$ cat src/rtl/store_unit.sv
//------------------------------------------------------------------------------
// Module      : store_unit
// Description : Store-side data path for the multicycle RISC-V core. Accepts
//               one store request (address, rs2 data, funct3), forms byte
//               lanes and lane-shifted write data, and drives a word-addressed
//               data-memory write port with a request/grant handshake.
//               Optional feature macro: STORE_MISALIGNED_SPLIT_EN. When it is
//               defined, word-crossing SH/SW are issued as two writes (low
//               word, then high word). When it is undefined, they are
//               rejected with err_o.
// Revision    : 1.0 - initial release
//------------------------------------------------------------------------------
`default_nettype none

module store_unit #(
    parameter int XLEN = 32
) (
    input  logic            clk_i,
    input  logic            rst_i,
    input  logic            req_valid_i,
    output logic            req_ready_o,
    input  logic [XLEN-1:0] addr_i,
    input  logic [XLEN-1:0] data_i,
    input  logic [2:0]      funct3_i,
    output logic            mem_req_o,
    input  logic            mem_gnt_i,
    output logic [XLEN-1:0] mem_addr_o,
    output logic [XLEN-1:0] mem_wdata_o,
    output logic [3:0]      mem_be_o,
    output logic            done_o,
    output logic            err_o
);

    // FSM encoding
    localparam logic [1:0] c_ST_IDLE = 2'd0;
    localparam logic [1:0] c_ST_ACC0 = 2'd1;
`ifdef STORE_MISALIGNED_SPLIT_EN
    localparam logic [1:0] c_ST_ACC1 = 2'd2;
`endif

    // Store size encodings carried in funct3
    localparam logic [2:0] c_F3_SB = 3'b000;
    localparam logic [2:0] c_F3_SH = 3'b001;
    localparam logic [2:0] c_F3_SW = 3'b010;

    logic [1:0]      r_state;
    logic [XLEN-1:0] r_mem_addr;
    logic [XLEN-1:0] r_mem_wdata;
    logic [3:0]      r_mem_be;
    logic            r_done;
    logic            r_err;

    logic            w_accept;
    logic [1:0]      w_off;
    logic [2:0]      w_size;
    logic [2:0]      w_end;
    logic [3:0]      w_base_be;
    logic [XLEN-1:0] w_data_sized;
    logic            w_illegal;
    logic            w_cross;
    logic            w_reject;
    logic [XLEN-1:0] w_word_addr;

`ifdef STORE_MISALIGNED_SPLIT_EN
    // High-word half of a split store, parked until the low word is granted
    logic            r_split;
    logic [XLEN-1:0] r_hi_wdata;
    logic [3:0]      r_hi_be;
    logic [63:0]     w_lane;
    logic [7:0]      w_mask;
`else
    // Crossing stores are rejected, so lanes never spill past one word
    logic [XLEN-1:0] w_lane;
    logic [3:0]      w_mask;
`endif

    // Handshake: ready only when idle and not being reset
    assign req_ready_o = (r_state == c_ST_IDLE) && !rst_i;
    assign w_accept    = req_valid_i && req_ready_o;

    // Size decode and zero-extension of the stored bytes
    always_comb begin
        w_size       = 3'd0;
        w_base_be    = 4'b0000;
        w_data_sized = '0;
        w_illegal    = 1'b0;
        case (funct3_i)
            c_F3_SB: begin
                w_size       = 3'd1;
                w_base_be    = 4'b0001;
                w_data_sized = {24'd0, data_i[7:0]};
            end
            c_F3_SH: begin
                w_size       = 3'd2;
                w_base_be    = 4'b0011;
                w_data_sized = {16'd0, data_i[15:0]};
            end
            c_F3_SW: begin
                w_size       = 3'd4;
                w_base_be    = 4'b1111;
                w_data_sized = data_i;
            end
            default: begin
                w_illegal = 1'b1;
            end
        endcase
    end

    assign w_off       = addr_i[1:0];
    assign w_end       = {1'b0, w_off} + w_size;
    assign w_cross     = (w_end > 3'd4);
    assign w_word_addr = {addr_i[XLEN-1:2], 2'b00};

`ifdef STORE_MISALIGNED_SPLIT_EN
    // 64-bit lane view: low word goes to the first access, high to the second
    assign w_lane   = {32'd0, w_data_sized} << {w_off, 3'b000};
    assign w_mask   = {4'd0, w_base_be} << w_off;
    assign w_reject = w_illegal;
`else
    assign w_lane   = w_data_sized << {w_off, 3'b000};
    assign w_mask   = w_base_be << w_off;
    assign w_reject = w_illegal || w_cross;
`endif

    // Control FSM and registered memory-port / status outputs
    always_ff @(posedge clk_i) begin
        if (rst_i) begin
            r_state     <= c_ST_IDLE;
            r_mem_addr  <= '0;
            r_mem_wdata <= '0;
            r_mem_be    <= 4'b0000;
            r_done      <= 1'b0;
            r_err       <= 1'b0;
`ifdef STORE_MISALIGNED_SPLIT_EN
            r_split     <= 1'b0;
            r_hi_wdata  <= '0;
            r_hi_be     <= 4'b0000;
`endif
        end else begin
            r_done <= 1'b0;
            r_err  <= 1'b0;
            case (r_state)
                c_ST_IDLE: begin
                    if (w_accept) begin
                        if (w_reject) begin
                            // Rejected stores never touch memory
                            r_err <= 1'b1;
                        end else begin
                            r_state     <= c_ST_ACC0;
                            r_mem_addr  <= w_word_addr;
                            r_mem_wdata <= w_lane[31:0];
                            r_mem_be    <= w_mask[3:0];
`ifdef STORE_MISALIGNED_SPLIT_EN
                            r_split     <= w_cross;
                            r_hi_wdata  <= w_lane[63:32];
                            r_hi_be     <= w_mask[7:4];
`endif
                        end
                    end
                end
                c_ST_ACC0: begin
                    if (mem_gnt_i) begin
`ifdef STORE_MISALIGNED_SPLIT_EN
                        if (r_split) begin
                            // Second access follows with no request gap
                            r_state     <= c_ST_ACC1;
                            r_mem_addr  <= r_mem_addr + XLEN'(4);
                            r_mem_wdata <= r_hi_wdata;
                            r_mem_be    <= r_hi_be;
                        end else begin
                            r_state <= c_ST_IDLE;
                            r_done  <= 1'b1;
                        end
`else
                        r_state <= c_ST_IDLE;
                        r_done  <= 1'b1;
`endif
                    end
                end
`ifdef STORE_MISALIGNED_SPLIT_EN
                c_ST_ACC1: begin
                    if (mem_gnt_i) begin
                        r_state <= c_ST_IDLE;
                        r_done  <= 1'b1;
                    end
                end
`endif
                default: begin
                    r_state <= c_ST_IDLE;
                end
            endcase
        end
    end

    assign mem_req_o   = (r_state != c_ST_IDLE);
    assign mem_addr_o  = r_mem_addr;
    assign mem_wdata_o = r_mem_wdata;
    assign mem_be_o    = r_mem_be;
    assign done_o      = r_done;
    assign err_o       = r_err;

endmodule

`default_nettype wire

$ cat config.mk
export PLATFORM = sky130hd
export DESIGN_NAME = store_unit
export DESIGN_NICKNAME = d
export VERILOG_FILES = /design/src/rtl/store_unit.sv
export SDC_FILE = /design/constraint.sdc
export NUM_CORES = 1
export LEC_CHECK = 0
export CAP_MARGIN = 10
export CORE_MARGIN = 5
export CORE_UTILIZATION = 30
export DETAILED_ROUTE_END_ITERATION = 10
export SETUP_SLACK_MARGIN = 0.5
export SLEW_MARGIN = 30
export SYNTH_ARGS = -nofsm -noshare
export SYNTH_HDL_FRONTEND = slang
export SYNTH_SLANG_ARGS = --single-unit
export TNS_END_PERCENT = 50
$ cat constraint.sdc
create_clock -name clk_i -period 9.2 [get_ports clk_i]
set_input_delay 2.3 -clock clk_i [delete_from_list [all_inputs] [get_ports clk_i]]
set_output_delay 2.3 -clock clk_i [all_outputs]
set_load 0.005 [all_outputs]
* Yosys cells after proc, flatten, opt, wreduce, memory -nomap -nowiden *
Index checks and enable logic that the tools add are counted.

storage, ports and cells
  input port bits = 71
  memories = 0
  RAM bits = 0
  register bits = 70
  ROM bits = 0
  bits in latches = 0

operators by class
  divide/modulo/power cells = 0
  equal/unequal tests = 6
  reduce and logical (&&, ||, !) cells = 12
  shift-type cells = 2
  add/sub/neg operators = 1
  multipliers = 0
  $lt $le $gt $ge = 1
  bitwise gates (word level) = 4
  muxes and demuxes = 10

operator list
  kind                                                             count
  32-bit one-hot mux with 3 select lines                           1
  32-bit by 5-bit left shift with 32-bit output                    1
  4-bit one-hot mux with 3 select lines                            1
  3-bit one-hot mux with 3 select lines                            1
  2-bit 2-to-1 mux                                                 3
  2-bit != test, second input constant                             3
  3-bit AND reduction                                              2
  3-bit OR reduction                                               2
  1-bit NOT                                                        4
  2-bit one-hot mux with 2 select lines                            1
  4-bit by 2-bit left shift with 4-bit output                      1
  2-bit by 3-bit adder with 3-bit output                           1
  3-bit by 1-bit == test with 1-bit output, second input constant  1
  3-bit by 2-bit == test with 1-bit output, second input constant  1
  3-bit greater-than comparator, second input constant             1
  3-bit zero test                                                  1
  1-bit 2-to-1 mux                                                 3
  2-bit by 1-bit == test with 1-bit output, second input constant  1
  1-bit logical AND                                                2
  2-bit zero test                                                  1
  2-bit nonzero test                                               1
  2-bit OR reduction                                               1
  1-bit zero test                                                  1
  1-bit logical OR                                                 1

* Longest topological paths before layout *
  word-level depth = 8
  depth in mapped cells = 11

* Least setup slack after synthesis *
No wires, ideal clock.

  path kind = input to output
  from = in rst_i
  to = out req_ready_o
  data arrival time = 2.643 ns
  path slack = 4.257 ns
  stages on the path = 2
  data required time = 6.900 ns
  path through = clkbuf_1 nor2_2

on the way
  word-level cells in the longest chain between the ends = 2

ends and longest elaborated chain
  item               RTL line  RTL
  start, declared    19        input logic rst_i,
  1-bit zero test    78        assign req_ready_o = (r_state == c_ST_IDLE) && !rst_i;
  1-bit logical AND  78
  end, declared      21        output logic req_ready_o,

Every way passes these cells.

* Worst setup path in the final report *
Ends and elaborated chain as after synthesis.

==> impl_metrics.yaml <==
clock_tree:
  cts_tree: "built"
  insertion_delay_ns: 0.34
  numCtsBuffers: 9
  cts_sinks: 69
  htree_levels: 3
  clock_path_buffers: 2
  cts-root-buf: "clkbuf_8"
  cts.repair.resized: 0
  path_clk_slew_ns: 0.07
  cts_setup_buffers: 0
  hold_buffers: 0
logic_synthesis:
  synth-edff-count: 0
  yosysUniqueCellTypes: 42
  yosysMostFrequentCell: "nand2_1"
  synth_seq_area_share: 0.450
  synthCells: 358
  netlist_top_cells_count: "nand2_1, dfxtp_1, a21oi_1, o21ai_0, clkbuf_1"
  synth_seq_cells: 69
  synth_area_leaders: "dfxtp_1, nand2_1, a21oi_1, o21ai_0, mux2_2"
  synth_area_um2: 3070
  synth_top_cell_by_area: "dfxtp_1"
  yosys_warnings: 0
  syn_area_per_cell_um2: 8.57
  synth_ff_type: "dfxtp_1"
  synth_top_area_frac: 0.450
  synthArstFlopShare: 0
worst_setup_path:
  end_kind: "output port"
  required_ns: 6.90
  crit_arrival_ns: 3.79
  crit_type: "primary input to output port"
  path_max_fanout: 43
  start_kind: "primary input"
timing:
  fin_setup_tns_ns: 0
  worst_pin_slew_ns: 0.827
  holdWs_ns: 0.451
  finalCritPeriodShare: 0.662
  fin_ws_ns: 3.11
  relSlewSlack: 0.446
  finalSetupViolCount: 0
  rsz0062_at_grt: "false"
  max_freq_mhz: 164
  fin_skew_ns: 0.00803
  slew_violations: 0
  finalHoldViolations: 0
  period_needed_ns: 6.09
detailed_routing:
  routedWlPerCell_um: 16.0
  via_per_inst: 4.87
  first_iter_violations: 253
  dr.pass1.iters: 4
  dr_total_vias: 3015
  postRouteAntennaNets: 0
  wl_um: 9920
  drc_errors: 0
power:
  leakagePower_uw: 0.00159
  powerDensity_nw_per_um2: 141
  p_total_uw: 659
  irDropWorstVdd_v: 0.0000548
floorplanning:
  die_area_um2: 12300
  initial_utilization: 0.302
  ios: 143
  die_x_um: 111
  coreArea_um2: 10100
  rows: 37
  die_h_um: 111
placement:
  place.gp.congestion: 0.800
  placedCellCount: 604
  place_ws_ns: 3.09
  numPortBuffers: 140
  place_hpwl_um: 7120
layout:
  n_fill_cell: 988
  stdcell_count: 619
  nets: 552
  drive_gt1_frac: 0.0745
  diodes: 0
  seqCellArea_um2: 1380
  multi_input_area_um2: 1490
  syn_to_final_growth_pct: 52.7
global_routing:
  grt_pass1_wl_um: 15800
  grt_max_degree: 61
  overflow: 0
  antenna_found_initial: 0
  grt_pass1_vias: 2983
  grt_usage: 0.156
job:
  maxCapViolations: 0
status:
  status: "completed"
hold_path:
  hp-class: "flop to flop"
==> layer usage <==
metal / up-vias / share of wire / track usage
met5: - / 0 / 0
met4: 0 / 0.020 / 0.0527
met3: 11 / 0.072 / 0.0437
met2: 104 / 0.47 / 0.251
met1: 1393 / 0.44 / 0.202
li1: 1507 / - / -
==> path summary, 6_finish.rpt <==
check | startpoint | end | slack (ns) | cells past startpoint
min reg2reg | mem_wdata_o[10] | mem_wdata_o[10] | 0.45 | 2
max reg2reg | r_state[0] | mem_be_o[1] | 7.30 | 5
min | mem_wdata_o[10] | mem_wdata_o[10] | 0.45 | 2
max | rst_i | req_ready_o | 3.11 | 4
==> where the power goes <==
| group | leakage (uW) | internal, uW | total (uW) | switching, uW |
|---|---|---|---|---|
| sequential | 0.000558 | 306 | 309 | 3.75 |
| combinational | 0.000931 | 54.5 | 99.1 | 44.6 |
| clock | 0.0000987 | 132 | 251 | 119 |
| total | 0.00159 | 492 | 659 | 167 |
==> sequential cells by signal (all words and copies together), names as in the netlist <==
| signal | flops |
|---|---|
| mem_be_o | 4 |
| mem_addr_o | 30 |
| err_o | 1 |
| r_state | 1 |
| mem_wdata_o | 32 |
| done_o | 1 |
==> cells in the final DEF, fill, tap and decap left out, drive strengths merged, types with 2 or more instances in the layout <==
cell,instances
a21oi,50
a221oi,8
a2bb2oi,7
a32o,8
a32oi,7
and2,2
buf,4
clkbuf,10
clkdlybuf4s50,140
clkinv,3
conb,2
dfxtp,69
mux2,9
nand2,82
nand3,8
nand3b,2
nor2,12
nor3b,3
nor4b,2
o21a,2
o21ai,34
xnor2,2
==> layout make-up <==
class	count	share of cell area
Timing Repair Buffer	144	0.308
Clock buffer	10	0.0294
Inverter	1	0.000802
Tap cell	136	0.0363
Multi-Input combinational cell	254	0.317
Clock inverter	5	0.0128
Sequential cell	69	0.295
==> logic make-up after synthesis <==
family	synth area share
other cells	0.00122
compound gates	0.257
flops	0.450
buf+inv	0.0669
xor+xnor	0.00816
fa+ha+maj	0.0106
mux	0.0330
simple gates	0.173
==> critical path: stages <==
cell and delay [ns]:
clkdlybuf4s50_1 0.40, buf_4 0.27, nor2_2 0.27, clkdlybuf4s50_1 0.55
==> metrics by stage <==
step	instance area [um2]	util
final	4680	0.462
after global routing	4680	0.462
after CTS	4680	0.462
after detailed placement	4480	0.442
after global placement	4460	0.440
after floorplan	3070	-
No activity file was read; power rests on OpenSTA's default activity.
